`config.mk`:
```
export PLATFORM = sky130hd
export DESIGN_NAME = mem_stage
export DESIGN_NICKNAME = d
export VERILOG_FILES = /design/src/rtl/cpu_pkg.sv /design/src/rtl/dmem_timeout_ctr.sv /design/src/rtl/mem_stage.sv
export SDC_FILE = /design/constraint.sdc
export NUM_CORES = 1
export LEC_CHECK = 0
export CAP_MARGIN = 40
export CORE_AREA = 2 2 68 95
export CTS_CLUSTER_SIZE = 14
export DETAILED_ROUTE_END_ITERATION = 6
export DIE_AREA = 0 0 70 97
export PLACE_DENSITY_LB_ADDON = 0.2
export SETUP_SLACK_MARGIN = 0.02
export SLEW_MARGIN = 20
export SYNTH_ARGS = -nofsm -noshare
export SYNTH_HDL_FRONTEND = slang
export SYNTH_HIERARCHICAL = 1
export SYNTH_SLANG_ARGS = --single-unit
```
`constraint.sdc`:
```
create_clock -name Clk -period 3.1 [get_ports Clk]
set_input_delay 0.62 -clock Clk [delete_from_list [all_inputs] [get_ports Clk]]
set_output_delay 0.62 -clock Clk [all_outputs]
set_load 0.05 [all_outputs]
```
`src/rtl/cpu_pkg.sv`:
```
// cpu_pkg: constants and type definitions shared by the 16-bit pipelined CPU.
//   CPU_DATA_W  - datapath / address width
//   CPU_REG_W   - register index width
//   CPU_TIMEOUT - default cycle budget for a data memory access (used when
//                 mem_stage is built with MEM_TIMEOUT_EN)
//   mem_state_e - mem_stage FSM encoding (IDLE=0, ACCESS=1)
package cpu_pkg;

  localparam int CPU_DATA_W  = 16;
  localparam int CPU_REG_W   = 3;
  localparam int CPU_TIMEOUT = 15;

  typedef enum logic {
    MS_IDLE   = 1'b0,
    MS_ACCESS = 1'b1
  } mem_state_e;

endpackage

```
`src/rtl/dmem_timeout_ctr.sv`:
```
// dmem_timeout_ctr: counts waiting cycles of an outstanding data memory access.
// Ports:
//   Clk, Reset_n - clock, asynchronous active-low reset
//   clear_i      - restart the count (held while the access FSM is idle)
//   enable_i     - one more cycle spent waiting for the acknowledge
//   expired_o    - current cycle is the TIMEOUT-th waiting cycle
module dmem_timeout_ctr #(
  parameter int TIMEOUT = 15,
  localparam int CNT_W  = $clog2(TIMEOUT + 1)
) (
  input  logic Clk,
  input  logic Reset_n,
  input  logic clear_i,
  input  logic enable_i,
  output logic expired_o
);

  logic [CNT_W-1:0] cnt_q;

  // Waiting-cycle counter; stops once the budget is reached.
  always_ff @(posedge Clk or negedge Reset_n) begin
    if (!Reset_n) begin
      cnt_q <= '0;
    end else if (clear_i) begin
      cnt_q <= '0;
    end else if (enable_i && !expired_o) begin
      cnt_q <= cnt_q + CNT_W'(1);
    end else begin
      cnt_q <= cnt_q;
    end
  end

  // The count holds the number of cycles already waited, so TIMEOUT-1 marks
  // the last allowed cycle and the request drops after exactly TIMEOUT cycles.
  assign expired_o = (cnt_q == CNT_W'(TIMEOUT - 1));

endmodule

```
`src/rtl/mem_stage.sv`:
```
// mem_stage: MEM stage of the 16-bit pipelined CPU.
// Takes the EX/MEM bundle (ALUOut, Zero, StoreData, control bits) over an
// ExValid/ExReady handshake. Non-memory instructions retire one cycle later;
// loads/stores are issued on the DmemReq/DmemAck interface and EX is stalled
// until the acknowledge. Writeback outputs (WbValid, WbRegWrite, WbWriteReg,
// WbData, BranchTaken) are registered.
// Build option: define MEM_TIMEOUT_EN to abort an access after TIMEOUT
// unacknowledged cycles, retiring it without a register write and setting
// the sticky MemFault flag. Without it MemFault is tied to 0.
// Ports:
//   Clk, Reset_n                  - clock, asynchronous active-low reset
//   ExValid/ExReady               - EX handshake
//   ALUOut, Zero, StoreData       - EX datapath results
//   MemRead, MemWrite, RegWrite,
//   WriteReg, Branch              - EX/MEM control
//   DmemReq/We/Addr/WData,
//   DmemAck/RData                 - data memory port
//   WbValid, WbRegWrite,
//   WbWriteReg, WbData            - writeback bundle
//   BranchTaken                   - branch resolved taken, aligned with WbValid
//   MemFault                      - sticky access timeout flag
module mem_stage
  import cpu_pkg::*;
#(
  parameter int DATA_W  = CPU_DATA_W,
  parameter int REG_W   = CPU_REG_W
`ifdef MEM_TIMEOUT_EN
  ,
  parameter int TIMEOUT = CPU_TIMEOUT
`endif
) (
  input  logic              Clk,
  input  logic              Reset_n,
  input  logic              ExValid,
  output logic              ExReady,
  input  logic [DATA_W-1:0] ALUOut,
  input  logic              Zero,
  input  logic [DATA_W-1:0] StoreData,
  input  logic              MemRead,
  input  logic              MemWrite,
  input  logic              RegWrite,
  input  logic [REG_W-1:0]  WriteReg,
  input  logic              Branch,
  output logic              DmemReq,
  output logic              DmemWe,
  output logic [DATA_W-1:0] DmemAddr,
  output logic [DATA_W-1:0] DmemWData,
  input  logic              DmemAck,
  input  logic [DATA_W-1:0] DmemRData,
  output logic              WbValid,
  output logic              WbRegWrite,
  output logic [REG_W-1:0]  WbWriteReg,
  output logic [DATA_W-1:0] WbData,
  output logic              BranchTaken,
  output logic              MemFault
);

  mem_state_e        state_q;
  logic [DATA_W-1:0] addr_q;
  logic [DATA_W-1:0] wdata_q;
  logic              we_q;
  logic              rw_q;
  logic [REG_W-1:0]  wreg_q;
  logic              wb_valid_q;
  logic              wb_rw_q;
  logic [REG_W-1:0]  wb_wreg_q;
  logic [DATA_W-1:0] wb_data_q;
  logic              bt_q;

`ifdef MEM_TIMEOUT_EN
  logic tmo_expired_s;
  logic mem_fault_q;

  dmem_timeout_ctr #(
    .TIMEOUT(TIMEOUT)
  ) u_tmo (
    .Clk      (Clk),
    .Reset_n  (Reset_n),
    .clear_i  (state_q == MS_IDLE),
    .enable_i ((state_q == MS_ACCESS) && !DmemAck),
    .expired_o(tmo_expired_s)
  );

  // Sticky fault flag, set when an access is abandoned without an acknowledge.
  always_ff @(posedge Clk or negedge Reset_n) begin
    if (!Reset_n) begin
      mem_fault_q <= 1'b0;
    end else if ((state_q == MS_ACCESS) && !DmemAck && tmo_expired_s) begin
      mem_fault_q <= 1'b1;
    end else begin
      mem_fault_q <= mem_fault_q;
    end
  end

  assign MemFault = mem_fault_q;
`else
  assign MemFault = 1'b0;
`endif

  // Access FSM plus capture and writeback registers.
  always_ff @(posedge Clk or negedge Reset_n) begin
    if (!Reset_n) begin
      state_q    <= MS_IDLE;
      addr_q     <= '0;
      wdata_q    <= '0;
      we_q       <= 1'b0;
      rw_q       <= 1'b0;
      wreg_q     <= '0;
      wb_valid_q <= 1'b0;
      wb_rw_q    <= 1'b0;
      wb_wreg_q  <= '0;
      wb_data_q  <= '0;
      bt_q       <= 1'b0;
    end else begin
      // Pulse outputs return to 0 unless a retirement below overrides them.
      wb_valid_q <= 1'b0;
      wb_rw_q    <= 1'b0;
      bt_q       <= 1'b0;
      case (state_q)
        MS_IDLE: begin
          if (ExValid && (MemRead || MemWrite)) begin
            state_q <= MS_ACCESS;
            addr_q  <= ALUOut;
            wdata_q <= StoreData;
            // A read takes precedence when both direction bits are set.
            we_q    <= MemWrite & ~MemRead;
            rw_q    <= RegWrite;
            wreg_q  <= WriteReg;
          end else if (ExValid) begin
            wb_valid_q <= 1'b1;
            wb_rw_q    <= RegWrite;
            wb_wreg_q  <= WriteReg;
            wb_data_q  <= ALUOut;
            bt_q       <= Branch & Zero;
          end else begin
            state_q <= MS_IDLE;
          end
        end
        MS_ACCESS: begin
          if (DmemAck) begin
            state_q    <= MS_IDLE;
            wb_valid_q <= 1'b1;
            wb_wreg_q  <= wreg_q;
            if (we_q) begin
              wb_data_q <= addr_q;
              wb_rw_q   <= 1'b0;
            end else begin
              wb_data_q <= DmemRData;
              wb_rw_q   <= rw_q;
            end
          end
`ifdef MEM_TIMEOUT_EN
          else if (tmo_expired_s) begin
            // Abandoned access: retire it so EX is released, but write nothing.
            state_q    <= MS_IDLE;
            wb_valid_q <= 1'b1;
            wb_wreg_q  <= wreg_q;
            wb_data_q  <= addr_q;
          end
`endif
          else begin
            state_q <= MS_ACCESS;
          end
        end
        default: begin
          state_q <= MS_IDLE;
        end
      endcase
    end
  end

  assign ExReady     = (state_q == MS_IDLE);
  assign DmemReq     = (state_q == MS_ACCESS);
  assign DmemWe      = (state_q == MS_ACCESS) & we_q;
  assign DmemAddr    = addr_q;
  assign DmemWData   = wdata_q;
  assign WbValid     = wb_valid_q;
  assign WbRegWrite  = wb_rw_q;
  assign WbWriteReg  = wb_wreg_q;
  assign WbData      = wb_data_q;
  assign BranchTaken = bt_q;

endmodule

```
* Word level (Yosys, flattened, before mapping) *
Cells that the tools add are included.

word-level totals
  register bits = 60
  logic and storage cells = 47

operators by class
  equal/unequal tests = 3
  muxes and demuxes = 24
  bitwise gates (word level) = 5
  reductions and logical operators = 4

operator list
  cell                  number
  $mux W16              4
  $pmux W16 S2          1
  $mux W1               12
  $mux W3               3
  $ne A2 B2 Y1 const B  3
  $pmux W1 S2           3
  $pmux W3 S2           1
  $and A1 B1 Y1         3
  $reduce_and A3 Y1     1
  $not A1 Y1            2
  $reduce_and A2 Y1     1
  $logic_and A1 B1 Y1   1
  $logic_or A1 B1 Y1    1

* Longest topological paths before layout *
  depth after elaboration = 4
  depth in mapped cells = 6
  mapped depth without buffers = 3

* Worst setup path after synthesis *
No wires, ideal clock.

  path kind = register -> output
  start = reg state_q, in the netlist DmemReq
  end = out DmemWe
  data arrival time = 1.294 ns
  data required time = 2.480 ns
  setup slack = 1.186 ns
  stages on the path, launching flop included = 3
  buffers on the path = 1
  cell sequence = dfrtp_1 > buf_4 > and2_1

between the ends
  longest elaborated chain between the ends = 1

ends and longest elaborated chain
  item                    RTL line          source
  start, declared         mem_stage.sv:58   mem_state_e state_q;
  start signal, assigned  mem_stage.sv:103  state_q <= MS_IDLE;
  start signal, assigned  mem_stage.sv:122  state_q <= MS_ACCESS;
  start signal, assigned  mem_stage.sv:136  state_q <= MS_IDLE;
  $and A1 B1 Y1           mem_stage.sv:174  assign DmemWe = (state_q == MS_ACCESS) & we_q;
  end, declared           mem_stage.sv:45   output logic DmemWe,

Every way passes these cells.

* Worst setup path after layout *
Same ends and word-level chain as after synthesis.

==> results_dict.tcl <==
set metrics [dict create \
    status "completed" \
    critPathLaunch "DmemReq" \
    diodes 0 \
    cts_root_buf "clkbuf_8" \
    dpl.hpwl_um 4521 \
    p_total_uw 3520 \
    synth_compound_area_share_pct 9.458 \
    synth_fa_ha_area_share_pct 0 \
    post_drt_via_cell_ratio 5.243 \
    grt-ovfl-total 0 \
    cts_setup_buffers 0 \
    timing.fmax_ghz 0.3901 \
    syn-cell-area_um2 2540 \
    final.setup.worst_slack_ps 536.6 \
    port_buffers 116 \
    rows 33 \
    hold_viol_final 0 \
    track_usage_pct 20.15 \
    num_vias 1987 \
    finalCritPeriodShare_pct 82.69 \
    syn_to_final_growth_pct 58.33 \
    start_kind "register" \
    drt_iter0_markers 77 \
    synth_top_family_by_area "multiplexers" \
    cts_tree "built" \
    min-delay-path-class "in2async" \
    powerDensity_nw_per_um2 875.2 \
    grt_max_degree 37 \
    grt_pass1_wl_um 10720 \
    cts_sinks 60 \
    clock_skew_ps 6.371 \
    die_w_um 70 \
    syn_nets 243 \
    synth-seq-cells 60 \
    place_area_um2 3762 \
    cts_resized 0 \
    wl_um 6497 \
    htreeDepth 3 \
    slew_viol_final 0 \
    clk_path_buf_depth 2 \
    syn_avg_cell_area_um2 13.88 \
    rsz0062_at_grt "no" \
    synth_cells 183 \
    place_congestion 0.7515 \
    yosys.area_share.simple_pct 5.419 \
    max_cap_violations 0 \
    cp-end-kind "output port" \
    cts_hold_buf 0 \
    crit_fanout 11 \
    post-route-min-period_ps 2563 \
    grt_pass1_vias 2075 \
    antenna_found_initial 0 \
    synthXorXnorAreaFrac_pct 0 \
    postRouteAntennaNets 0 \
    firstDrtPassIters 4 \
    seq_area_frac_synth_pct 59.11 \
    slew-limit-headroom_pct 46.87 \
    r2r_start "DmemReq" \
    drcViolationCount 0 \
    yosys_warnings 6 \
    layout-drive-gt1-share_pct 20.71 \
    dieArea_um2 6790 \
    fin_tns_setup_ps 0 \
    numCtsBuffers 9 \
    setup-violations-final 0 \
    synth_cell_types 25 \
    pre_cts_ws_ps 567.5 \
    worst_ep_required_time_ps 2480 \
    path_clk_slew_ps 70 \
    worst_pin_slew_ps 795.0 \
    num-fill-cells 456 \
    clock_latency_ps 330 \
    postLayoutCellArea_um2 4021 \
    synth_mux_area_share_pct 22.27 \
    cellLeakagePower_uw 0.001693 \
    r2r_cells 4 \
    io-pin-count 118 \
    arrival_ps 1940 \
    r2r_end "DmemAddr[5]" \
    critPathKind "reg2out" \
    fp.coreArea_um2 5863 \
    wire_per_inst_um 17.14 \
    start_util_pct 43.32 \
    die_h_um 97 \
    max-vdd-ir-drop_v 0.0005933 \
    finalNetCount 364 \
    reg2reg_slack_ps 1140 \
]
-- per-stage QoR --
step           util (%)  hold WS (ps)  instances
2_1_floorplan         -         324.4        183
3_3_place_gp      63.98         491.3        361
3_5_place_dp      64.17         495.2        362
4_1_cts           68.25         382.2        378
5_1_grt           68.59         77.09        379
6_report          68.59         90.01        379
-- state kept, by name (all words and copies together) (netlist names) --
| register | count |
|---|---|
| DmemAddr | 16 |
| DmemWData | 16 |
| WbData | 16 |
| WbWriteReg | 3 |
| wreg_q | 3 |
| BranchTaken | 1 |
| DmemReq | 1 |
| WbRegWrite | 1 |
| WbValid | 1 |
| rw_q | 1 |
| we_q | 1 |
-- placed cells by master, fill, tap and decap left out, drive strengths merged --
master,synthesis,routed
clkdlybuf4s50,0,115
dfrtp,60,60
mux2,36,36
nor2,19,19
mux2i,16,16
a221o,16,16
clkbuf,2,9
buf,11,8
a211oi,3,3
o22ai,3,3
bufinv,0,3
a21oi,3,3
inv,2,2
nand2,2,2
clkinvlp,0,2
clkinv,0,2
and2,1,1
nand2b,1,1
nor4b,1,1
o21ai,1,1
nor2b,1,1
o21a,1,1
o21bai,1,1
and3,1,1
or4b,1,1
conb,1,1
-- critical path: stages, from the launching register on --
cell             delay (ps)
dfrtp_1                 610
and2_1                  200
clkdlybuf4s50_1         800
-- kinds of logic (layout without fill, tap and decap cells) --
kind of cell,count (synthesis),after routing
AOI/OAI and AO/OA,28,28
other,1,1
DFF,60,60
buffers and inverters,15,141
and+or+nand+nor,27,27
muxes,52,52
-- synth_stat cells, drive strengths merged --
cell type   n  area (um2)
a211oi      3       22.52
a21oi       3       18.77
a221o      16       160.2
and2        1       6.260
and3        1       6.260
buf        11       76.32
clkbuf      2       7.510
conb        1       3.750
dfrtp      60        1501
inv         2       7.510
mux2       36       405.4
mux2i      16       160.2
nand2       2       7.510
nand2b      1       6.260
nor2       19       71.32
nor2b       1       6.260
nor4b       1       23.77
o21a        1       7.510
o21ai       1       5.000
o21bai      1       7.510
o22ai       3       18.77
or4b        1       10.01
-- where the power goes --
| group | leakage, uW | internal (uW) | switching, uW | total (uW) |
|---|---|---|---|---|
| clock | 0.000115 | 531 | 308 | 839 |
| sequential | 0.000717 | 987 | 133 | 1120 |
| combinational | 0.000861 | 602 | 959 | 1560 |
| total | 0.00169 | 2120 | 1400 | 3520 |
-- layout make-up --
cell class              instances  area, um2  share of cell area, %
clock buffers                   9      123.9                  3.080
inverters                       2      7.507                 0.1867
multi-input cells             108      948.4                  23.58
repair buffers                123       1237                  30.77
well taps                      70      87.58                  2.178
clock inverters                 7      115.1                  2.862
flip-flops and latches         60       1501                  37.34
-- metal layers --
layer | vias up | part of all wire, % | global-route usage [%]
li1 | 915 | - | -
met1 | 983 | 41 | 26.06
met5 | - | 0 | 0
met4 | 0 | 1.4 | 8.136
met3 | 7 | 6.5 | 4.583
met2 | 82 | 51 | 32.60
-- worst max path at each step --
stage	to	depth (start not counted)
after floorplan	DmemWe	2
after global placement	DmemWData[11]	5
after detailed placement	DmemWData[12]	5
after CTS	DmemWe	2
after global routing	DmemWe	2
final	DmemWe	2
(Power assumes the default switching activity.)
